$ cat config.mk
export PLATFORM = sky130hd
export DESIGN_NAME = fp_result_fifo
export DESIGN_NICKNAME = d
export VERILOG_FILES = /design/src/rtl/fp_result_fifo.sv
export SDC_FILE = /design/constraint.sdc
export NUM_CORES = 1
export LEC_CHECK = 0
export CORE_MARGIN = 5
export CORE_UTILIZATION = 50
export CTS_CLUSTER_DIAMETER = 60
export DETAILED_ROUTE_END_ITERATION = 8
export HOLD_SLACK_MARGIN = 0.08
export PLACE_DENSITY_LB_ADDON = 0.08
export SETUP_SLACK_MARGIN = 0.3
export SLEW_MARGIN = 20
export SYNTH_ARGS = -nofsm -noshare
export SYNTH_HDL_FRONTEND = slang
export SYNTH_SLANG_ARGS = --single-unit
$ cat constraint.sdc
create_clock -name clk -period 3.27 [get_ports clk]
set_input_delay 0.654 -clock clk [delete_from_list [all_inputs] [get_ports clk]]
set_output_delay 0.654 -clock clk [all_outputs]
set_load 0.01 [all_outputs]
$ cat src/rtl/fp_result_fifo.sv
// fp_result_fifo: first-word-fall-through FIFO for FP converter results.
// Define FP_RESULT_FIFO_DECODE_EN to decode the head word to out_value.
module fp_result_fifo #(
  parameter int DEPTH = 8
) (
  input  logic        clk,
  input  logic        rst,
  input  logic        in_valid,
  output logic        in_ready,
  input  logic        in_s,
  input  logic [2:0]  in_e,
  input  logic [3:0]  in_f,
  output logic        out_valid,
  input  logic        out_ready,
  output logic        out_s,
  output logic [2:0]  out_e,
  output logic [3:0]  out_f,
  output logic [11:0] out_value,
  output logic [4:0]  count,
  output logic [7:0]  drop_cnt
);

  localparam int AW = $clog2(DEPTH);

  logic [7:0]    mem [DEPTH];
  logic [AW-1:0] rptr;
  logic [AW-1:0] wptr;
  logic          push;
  logic          pop;
  logic [7:0]    head;

  assign in_ready  = count != 5'(DEPTH);
  assign out_valid = count != 5'd0;
  assign push      = in_valid && in_ready;
  assign pop       = out_valid && out_ready;

  assign head = out_valid ? mem[rptr] : 8'd0;
  assign {out_s, out_e, out_f} = head;

  always_ff @(posedge clk) begin
    if (rst) begin
      rptr     <= '0;
      wptr     <= '0;
      count    <= 5'd0;
      drop_cnt <= 8'd0;
    end else begin
      if (push) wptr <= wptr + AW'(1);
      if (pop)  rptr <= rptr + AW'(1);
      unique case ({push, pop})
        2'b10:   count <= count + 5'd1;
        2'b01:   count <= count - 5'd1;
        default: count <= count;
      endcase
      if (in_valid && !in_ready && drop_cnt != 8'hFF)
        drop_cnt <= drop_cnt + 8'd1;
    end
  end

  // Storage is only visible through head, which is masked when empty.
  always_ff @(posedge clk) begin
    if (push) mem[wptr] <= {in_s, in_e, in_f};
  end

`ifdef FP_RESULT_FIFO_DECODE_EN
  logic [11:0] mag;
  assign mag       = {8'd0, out_f} << out_e;
  assign out_value = out_s ? (12'd0 - mag) : mag;
`else
  assign out_value = 12'd0;
`endif

endmodule

# Yosys cells after proc, flatten, opt, wreduce, memory -nomap -nowiden
# Memory sizes are Yosys's and may differ from the RTL's. A register that Yosys moved wholly into a read port is not among the register bits.
# Index checks and enable logic that the tools add are counted.
[word_totals]
memories = 1
romBits = 0
latch_bits = 0
elab_cells = 27
in_bits = 12
ff_bits = 19
output_inout_bits = 35
mem_bits_rw = 64
[classes]
eq_ne = 4
n_shift = 0
n_addsub = 5
div_mod_pow = 0
multipliers = 0
muxes = 6
n_bitwise = 0
reduce_logical = 7
order_cmp = 0
[memory_table]
columns = ["memory", "words", "width", "read_ports", "rd_clocked_by_memory_dff", "write_ports", "line", "rtl"]
rows = [
  ["mem", 8, 8, 1, 1, 1, "25", "logic [7:0] mem [DEPTH];"],
]
[ops]
columns = ["cell", "n"]
rows = [
  ["$pmux W5 S2", 1],
  ["$add A8 B1 Y8 const B", 1],
  ["$mux W8", 1],
  ["$ne A8 B8 Y1 const B", 1],
  ["$add A3 B1 Y3 const B", 2],
  ["$mux W3", 2],
  ["$add A5 B1 Y5 const B", 1],
  ["$ne A5 B4 Y1 const B", 1],
  ["$reduce_bool A5 Y1", 1],
  ["$sub A5 B1 Y5 const B", 1],
  ["$logic_and A1 B1 Y1", 4],
  ["$eq A2 B1 Y1 const B", 1],
  ["$eq A2 B2 Y1 const B", 1],
  ["$mux W1", 2],
  ["$reduce_bool A2 Y1", 1],
  ["$logic_not A1 Y1", 1],
]

# Depth between registers and ports, before layout
# Gate-level depths: netlist of run 1.
[logic_depth]
word_depth = 4
mapped_depth = 12
depth_no_buf = 10

# Worst setup path before layout of run 1
# No wires, ideal clock.
[synth_path]
kind = "flip-flop to flip-flop"
startpoint = "reg count[4]"
endpoint = "reg count[4]"
stages_incl_launch_ff = 12
setup_ps = 64
path_slack_ps = 199
arrival_ps = 3007
required_time_ps = 3206
path_cell_list = "dfxtp_1 or4_1 buf_4 o21ai_0 ha_1 clkbuf_1 xor2_1 ha_1 o21ai_0 or3_1 a2111o_1 nand4_1"
[synth_between]
elab_chain_len = 4
[synth_rtl]
columns = ["element", "line", "rtl"]
rows = [
  ["start: declaration", "19", "output logic [4:0] count,"],
  ["start signal: assignment", "50", "2'b10: count <= count + 5'd1;"],
  ["start signal: assignment", "51", "2'b01: count <= count - 5'd1;"],
  ["start signal: assignment", "52", "default: count <= count;"],
  ["parallel branches: the longest is 4 deep, another holds $sub A5 B1 Y5", "n/a", ""],
]
# Several ways; the timed one is not identified.
# A chain may end at the register's enable or synchronous reset.

# Final worst setup path of run 1
[layout_path]
startpoint = "reg count[4]"
endpoint = "out out_s"
[layout_between]
elab_chain_len = 2
[layout_rtl]
columns = ["element", "line", "rtl"]
rows = [
  ["$reduce_bool A5 Y1", "33", "assign out_valid = count != 5'd0;"],
  ["$mux W8", "37", "assign head = out_valid ? mem[rptr] : 8'd0;"],
  ["end: declaration", "15", "output logic out_s,"],
]
# No other way between the ends.

==> results of run 1 <==
[flip-flops by register name, indices dropped and copies added (netlist names), named ones only]
name	cells
wptr	3
drop_cnt	8
mem	64
count	5
rptr	3
[synth_stat cells (all sizes together), types with 2 or more instances]
cell / n / area, µm²
nand4: 5 / 31.3
o211ai: 2 / 15.0
nand3: 6 / 30.0
or2: 2 / 12.5
nor2b: 2 / 12.5
mux2i: 12 / 120
a21oi: 6 / 30.0
edfxtp: 64 / 1920
xnor2: 3 / 26.3
inv: 5 / 18.8
nand2b: 4 / 25.0
dfxtp: 22 / 440
xor2: 5 / 43.8
nand2: 9 / 33.8
mux4: 16 / 360
nand4b: 3 / 26.3
nor3: 5 / 30.0
buf: 18 / 119
nor2: 29 / 109
or3: 2 / 12.5
o21ai: 6 / 30.0
clkbuf: 5 / 18.8
ha: 7 / 87.6
[critical path: stages (launching register included)]
cell	delay (ns)
dfxtp_1	0.37
or4_4	0.59
nor2_1	0.11
buf_4	0.21
nor2_1	0.07
clkdlybuf4s50_1	0.48
[logic make-up after synthesis]
logic type / share of synthesized area [%]
mux: 13.2
buf+inv: 4.19
compound gates: 4.63
fa+ha+maj: 2.35
other cells: 0.101
simple gates: 10.4
xor+xnor: 1.88
flops: 63.3
[cells in the final DEF (no fill, tap or decap), drive strengths merged, types with 2 or more instances in the layout]
| master | count |
|---|---|
| clkinv | 5 |
| edfxtp | 64 |
| nor3 | 5 |
| mux2i | 12 |
| or3 | 2 |
| nand3 | 6 |
| nand4b | 3 |
| xor2 | 5 |
| inv | 6 |
| or2 | 2 |
| clkbuf | 9 |
| nor2b | 2 |
| xnor2 | 3 |
| ha | 7 |
| nand2b | 4 |
| dfxtp | 22 |
| buf | 13 |
| mux4 | 16 |
| nand2 | 9 |
| nor2 | 29 |
| clkdlybuf4s50 | 33 |
| o21ai | 6 |
| o211ai | 2 |
| conb | 12 |
| nand4 | 5 |
| a21oi | 6 |
[layer usage]
metal | wire [µm] | part of all wire, % | vias to the layer above
met5 | 0 | 0 | -
met4 | 52 | 0.77 | 0
met3 | 219 | 3.2 | 6
met2 | 3450 | 51 | 34
met1 | 3040 | 45 | 1040
li1 | - | - | 1048
[what timing repair did]
| action | 4_1_cts | 5_1_grt |
|---|---|---|
| endpoints found under the hold margin | 0 | 0 |
| setup endpoints to repair | 2 | 4 |
| pin swaps | 0 | 0 |
| gates resized for setup | 1 | 5 |
| buffers inserted | 0 | 0 |
[stage by stage]
stage	setup slack, ns	instances	area, µm²	utilization, %
floorplan	0.321	268	3770	-
global placement	0.293	391	4200	57.9
detailed placement	0.206	391	4200	57.9
CTS	0.307	407	4380	60.4
global route	0.292	407	4400	60.7
finish	0.437	407	4400	60.7
[final timing paths]
path	slack, ns	cells after the start	end	start
worst max-delay path	0.44	5	out_s	count[4]$_SDFFE_PP0P_
worst min-delay path	0.51	2	wptr[0]$_SDFFE_PP0P_	wptr[0]$_SDFFE_PP0P_
worst max register to register	0.45	9	count[4]$_SDFFE_PP0P_	count[4]$_SDFFE_PP0P_
worst min register to register	0.51	2	wptr[0]$_SDFFE_PP0P_	wptr[0]$_SDFFE_PP0P_
[power groups by stage]
stage          clock, mW  combinational (mW)  sequential, mW
6_report           0.668                1.17            1.35
5_1_grt            0.755                1.28            1.37
4_1_cts            0.696                1.18            1.35
3_5_place_dp           0                1.17            1.37
3_3_place_gp           0                1.16            1.37
2_1_floorplan          0               0.712            1.36
[layout make-up]
class | instances | area [µm²]
clock buffer | 9 | 124
clock inverter | 7 | 60.1
fill | 607 | 2850
inverter | 5 | 18.8
multi-input combinational | 154 | 1270
sequential | 86 | 2360
tap | 99 | 124
timing repair buffer | 47 | 444
==> metrics.md, run 1 <==
| Metric | Value |
|---|---|
| Total Power | `approximately 3.2 mW` |
| Post-route ant nets | `0` |
| Avg Cell Area, Syn | `14.5 µm²` |
| Combinational power share | `36.7%` |
| DP Wirelength | `between 4 and 5 mm` |
| Final hold slack | `between 0.5 and 0.6 ns` |
| RSZ-0062 raised after global routing | `true` |
| Die footprint | `0.00929 mm²` |
| Crit-path max FO | `9` |
| Sequential share of power | `a little over two fifths` |
| HP Class | `flip-flop to flip-flop` |
| GRT Util Overall | `16.1%` |
| Psw | `1.04 mW` |
| CTS tree | `done` |
| Required time of the worst setup path | `2.62 ns` |
| Post-synth EDFFs | `64` |
| Clk sinks | `86` |
| Ys flop type | `edfxtp_1` |
| Vias | `2128` |
| # DRC | `0` |
| Bufs on Longest Clock Path | `2` |
| Layout cell share with drive strength beyond 1 | `17.9%` |
| Cell Area, Synth | `approximately 0.0037 mm²` |
| Max Cap Violations | `0` |
| Seq/Total Area, Yosys | `a little over three fifths` |
| Leakage | `1.47 nW` |
| Clock power share | `20.9%` |
| Fin crit share | `86.6%` |
| PD cells | `~730 mW/mm²` |
| Arrival time worst endpoint | `2.18 ns` |
| Max H-tree Level | `3` |
| Yosys warns | `0` |
| P_int | `2.16 mW` |
| Num rows | `31` |
| Largest net degree at the start of global routing | `17` |
| Initial core utilization | `51.4%` |
| Kind of critical path | `flip-flop to output port` |
| Clk Latency, worst-skew pair | `0.35 ns` |
| Seq cells post-synth | `86` |
| IO Port Bufs | `34` |
| Synth cell types | `45` |
| Vias in the first global route | `2114` |
| Die width | `roughly 96 µm` |
| Routed WL per cell | `16.6 µm` |
| Worst slew margin | `59.8%` |
| GRT overflow | `0` |
| Post-synthesis cell count | `257` |
| Top-level port count | `47` |
| Number of slew-limit violations in the final report | `0` |
| First-pass GRT wire length | `about 11 mm` |
| Crit end category | `output port` |
| FMAX | `between 0.3 and 0.4 GHz` |
| Final Hold Vio Count | `0` |
| Tmin final | `2.83 ns` |
| Antenna violations before repair | `0` |
| 1st-iter DRT viols | `80` |
| Peak supply drop | `0.602 mV` |
| Crit path launch type | `flip-flop` |
| M3 GR Usage | `2.63%` |
| Ys async rst share | `0%` |
| Routed WL | `6.76 mm` |
| Core box area | `0.00725 mm²` |
| Ant diodes | `0` |
| Final Skew | `0.0119 ns` |
| Via count normalized by instance count | `5.23` |
| Cts-stage hold buffer count | `0` |
| Worst-Margin Slew | `0.602 ns` |
| Synth-to-Final Area Change | `17.9%` |
| Drt pass-1 iters | `4` |
| Count of final setup violators | `0` |
| Met2 Use GR | `about a quarter` |
| Setup_tns | `0 ns` |
| Final #Nets | `322` |
| Outcome | `finished, final reports clean` |
| DIE HEIGHT | `96.4 µm` |
| Global routing's busiest layer | `met2` |
| Switching share of power | `about a third` |
| CTS buffer count | `9` |
| Root buf cell | `clkbuf_8` |
| Register clock-pin slew on the reported worst setup and hold paths | `0.08 ns` |
| Met1 global-route usage | `22.1%` |
| GP Congestion | `0.842` |
Power figures use the tool's default switching activity.
==> run 2, diff against run 1 <==
--- a/config.mk
+++ b/config.mk
@@ -5,7 +5,6 @@
 export SDC_FILE = /design/constraint.sdc
 export NUM_CORES = 1
 export LEC_CHECK = 0
-export CORE_MARGIN = 5
 export CORE_UTILIZATION = 50
 export CTS_CLUSTER_DIAMETER = 60
 export DETAILED_ROUTE_END_ITERATION = 8
==> metrics.md, run 2 (same netlist as run 1, synthesis figures left out) <==
| Metric | Value |
|---|---|
| Setup_tns | `0 ns (unchanged)` |
| Critical Path, Cell by Cell | `or4_4, buf_4, or2_2, clkdlybuf4s50_1 (was or4_4, nor2_1, buf_4, nor2_1, clkdlybuf4s50_1)` |
| Bufs on Longest Clock Path | `2 (unchanged)` |
| Routed WL | `6.59 mm (was 6.76 mm)` |
| Slowest stage delay, CP | `0.55 ns (was 0.59 ns)` |
| Via count normalized by instance count | `5.20 (was 5.23)` |
| P_int | `2.31 mW (was 2.16 mW)` |
| DP Wirelength | `4.29 mm (was 4.49 mm)` |
| Die footprint | `0.00781 mm² (was 0.00929 mm²)` |
| 1st-iter DRT viols | `96 (was 80)` |
| Clk sinks | `86 (unchanged)` |
| Most frequent cells in the layout | `64 x edfxtp_1, 34 x clkdlybuf4s50_1, 29 x nor2_1 (was 64 x edfxtp_1, 33 x clkdlybuf4s50_1, 29 x nor2_1)` |
| Fillcell total | `581 (was 607)` |
| CTS buffer count | `9 (unchanged)` |
| Kind of critical path | `flip-flop to output port (unchanged)` |
| Total Power | `3.31 mW (was 3.19 mW)` |
| GP Congestion | `0.807 (was 0.842)` |
| Crit-path max FO | `8 (was 9)` |
| Peak supply drop | `0.619 mV (was 0.602 mV)` |
| Root buf cell | `clkbuf_8 (unchanged)` |
| Leakage | `1.49 nW (was 1.47 nW)` |
| Outcome | `finished, final reports clean (unchanged)` |
| # DRC | `0 (unchanged)` |
| PD cells | `746 mW/mm² (was 726 mW/mm²)` |
| Drt pass-1 iters | `4 (unchanged)` |
| First-pass GRT wire length | `10.3 mm (was 11.0 mm)` |
| Vias | `2122 (was 2128)` |
| Crit path launch type | `flip-flop (unchanged)` |
| RSZ-0062 raised after global routing | `true (unchanged)` |
| Register clock-pin slew on the reported worst setup and hold paths | `0.08 ns (about the same)` |
| Largest registers | `mem x64, drop_cnt x8, count x5 (unchanged)` |
| Largest Register | `mem (unchanged)` |
| Top-level port count | `47 (unchanged)` |
| Slowest CP cell | `or4_4 (unchanged)` |
| Tmin final | `2.91 ns (was 2.83 ns)` |
| Sequential share of power | `41.2% (was 42.4%)` |
| Worst path buffer plus inverter count | `2 (unchanged)` |
| Fin crit share | `88.8% (was 86.6%)` |
| Max H-tree Level | `3 (unchanged)` |
| Reg2Reg Depth | `9 (unchanged)` |
| FMAX | `0.344 GHz (was 0.353 GHz)` |
| Crit end category | `output port (unchanged)` |
| Core box area | `0.00721 mm² (was 0.00725 mm²)` |
| Clk Latency, worst-skew pair | `0.35 ns (about the same)` |
| Setup ws final | `0.365 ns (was 0.437 ns)` |
| Max Cap Violations | `0 (unchanged)` |
| Final #Nets | `323 (was 322)` |
| Largest net degree at the start of global routing | `17 (unchanged)` |
| Cts-stage hold buffer count | `0 (unchanged)` |
| GRT overflow | `0 (unchanged)` |
| Final Skew | `0.00606 ns (was 0.0119 ns)` |
| DIE HEIGHT | `88.4 µm (was 96.4 µm)` |
| IO Port Bufs | `34 (unchanged)` |
| Worst R2R End | `count[4]$_SDFFE_PP0P_ (unchanged)` |
| Combinational power share | `35.2% (was 36.7%)` |
| Worst-Margin Slew | `0.583 ns (was 0.602 ns)` |
| Switching share of power | `30.1% (was 32.5%)` |
| Antenna violations before repair | `0 (unchanged)` |
| Hold endpoint | `wptr[0]$_SDFFE_PP0P_ (unchanged)` |
| Routed WL per cell | `16.2 µm (was 16.6 µm)` |
| Clock power share | `23.6% (was 20.9%)` |
| Ant diodes | `0 (unchanged)` |
| Vias in the first global route | `2006 (was 2114)` |
| Final Hold Vio Count | `0 (unchanged)` |
| Worst slew margin | `61.1% (was 59.8%)` |
| Die width | `88.4 µm (was 96.4 µm)` |
| Psw | `996 µW (was 1.04 mW)` |
| Max FFs per register | `64 (unchanged)` |
| Post-route ant nets | `0 (unchanged)` |
| Required time of the worst setup path | `2.62 ns (about the same)` |
| GRT Util Overall | `18.7% (was 16.1%)` |
| Setup slack, reg-to-reg | `0.50 ns (was 0.45 ns)` |
| Crit-path leading delay family | `simple AND/OR/NAND/NOR gates (unchanged)` |
| Worst R2R Start | `count[1]$_SDFFE_PP0P_ (was count[4]$_SDFFE_PP0P_)` |
| Arrival time worst endpoint | `2.25 ns (was 2.18 ns)` |
| HP Class | `flip-flop to flip-flop (unchanged)` |
| Number of slew-limit violations in the final report | `0 (unchanged)` |
| FF/Latch Area | `0.00237 mm² (was 0.00236 mm²)` |
| Layout cell share with drive strength beyond 1 | `18.1% (was 17.9%)` |
| Min-Delay Path Depth | `2 (unchanged)` |
| Num rows | `31 (unchanged)` |
| Synth-to-Final Area Change | `18.8% (was 17.9%)` |
| Setup WS pre-CTS | `0.186 ns (was 0.206 ns)` |
| Most common cell after layout, fill and taps aside | `edfxtp_1 (unchanged)` |
| Area of the multi-input gates | `0.00127 mm² (unchanged)` |
| CTS tree | `done (unchanged)` |
| HP Start | `wptr[0]$_SDFFE_PP0P_ (unchanged)` |
| Initial core utilization | `51.7% (was 51.4%)` |
| Count of final setup violators | `0 (unchanged)` |
[run 2: cell count changes in the layout (fill, tap and decap cells not counted), sizes merged]
cell / before / now
clkbuf: 9 / 12
buf: 13 / 14
inv: 6 / 5
clkinv: 5 / 1
dlymetal6s2s: 1 / 0
clkdlybuf4s50: 33 / 34
bufinv: 0 / 2
[run 2: worst min-delay path: stages (launching register included)]
cell and delay, ns:
dfxtp_1 0.34, nand2_1 0.06, a21oi_1 0.06
[run 2: worst max path at each step]
stage	start	end	slack, ns	cells after the start
2_1_floorplan	count[4]$_SDFFE_PP0P_	count[4]$_SDFFE_PP0P_	0.32	11
3_3_place_gp	in_valid	count[4]$_SDFFE_PP0P_	0.27	9
3_5_place_dp	in_valid	count[4]$_SDFFE_PP0P_	0.19	9
4_1_cts	count[4]$_SDFFE_PP0P_	in_ready	0.34	4
5_1_grt	flip-flop	out_e[0]	0.29	5
6_report	count[1]$_SDFFE_PP0P_	in_ready	0.36	4
[run 2: timing repair]
action | 4_1_cts | 5_1_grt
endpoints found under the setup margin | 8 | 5
pin swaps | 0 | 0
gates resized for setup | 3 | 5
setup buffers | 0 | 0
endpoints found under the hold margin | 0 | 0
[run 2: final cells by class]
cell class	instances	area share [%]
flip-flops and latches	86	53.4
clock buffers	12	3.05
multi-input cells	154	28.6
repair buffers	48	10.1
well taps	99	2.79
inverters	5	0.423
clock inverters	4	1.64
[run 2: stage by stage]
stage	utilization [%]	hold WS (ns)	std cells	instance area, µm²
final	61.4	0.500	408	4430
after global routing	61.4	0.526	408	4430
after CTS	61.3	0.498	408	4420
after detailed placement	58.3	0.488	392	4200
after global placement	58.3	0.490	392	4200
after floorplan	-	0.462	268	3770
[run 2: power groups by stage]
stage / Combinational [mW] / Clock (mW) / Sequential [mW]
after floorplan: 0.712 / 0 / 1.36
after global placement: 1.14 / 0 / 1.38
after detailed placement: 1.15 / 0 / 1.38
after CTS: 1.17 / 0.799 / 1.36
after global routing: 1.28 / 0.839 / 1.38
final: 1.16 / 0.781 / 1.36
[run 2: routing by layer]
| metal | part of all wire, % | GRT usage (%) |
|---|---|---|
| met1 | 44 | 23.3 |
| met2 | 50 | 31.0 |
| met3 | 5.1 | 5.13 |
| met4 | 1.2 | 7.48 |
| met5 | 0 | 0 |
==> run 3, diff against run 2 <==
--- a/config.mk
+++ b/config.mk
@@ -5,6 +5,7 @@
 export SDC_FILE = /design/constraint.sdc
 export NUM_CORES = 1
 export LEC_CHECK = 0
+export CAP_MARGIN = 10
 export CORE_UTILIZATION = 50
 export CTS_CLUSTER_DIAMETER = 60
 export DETAILED_ROUTE_END_ITERATION = 8
==> results of run 3 <==
No change in the layout: final DEF, timing and power equal those of run 2.
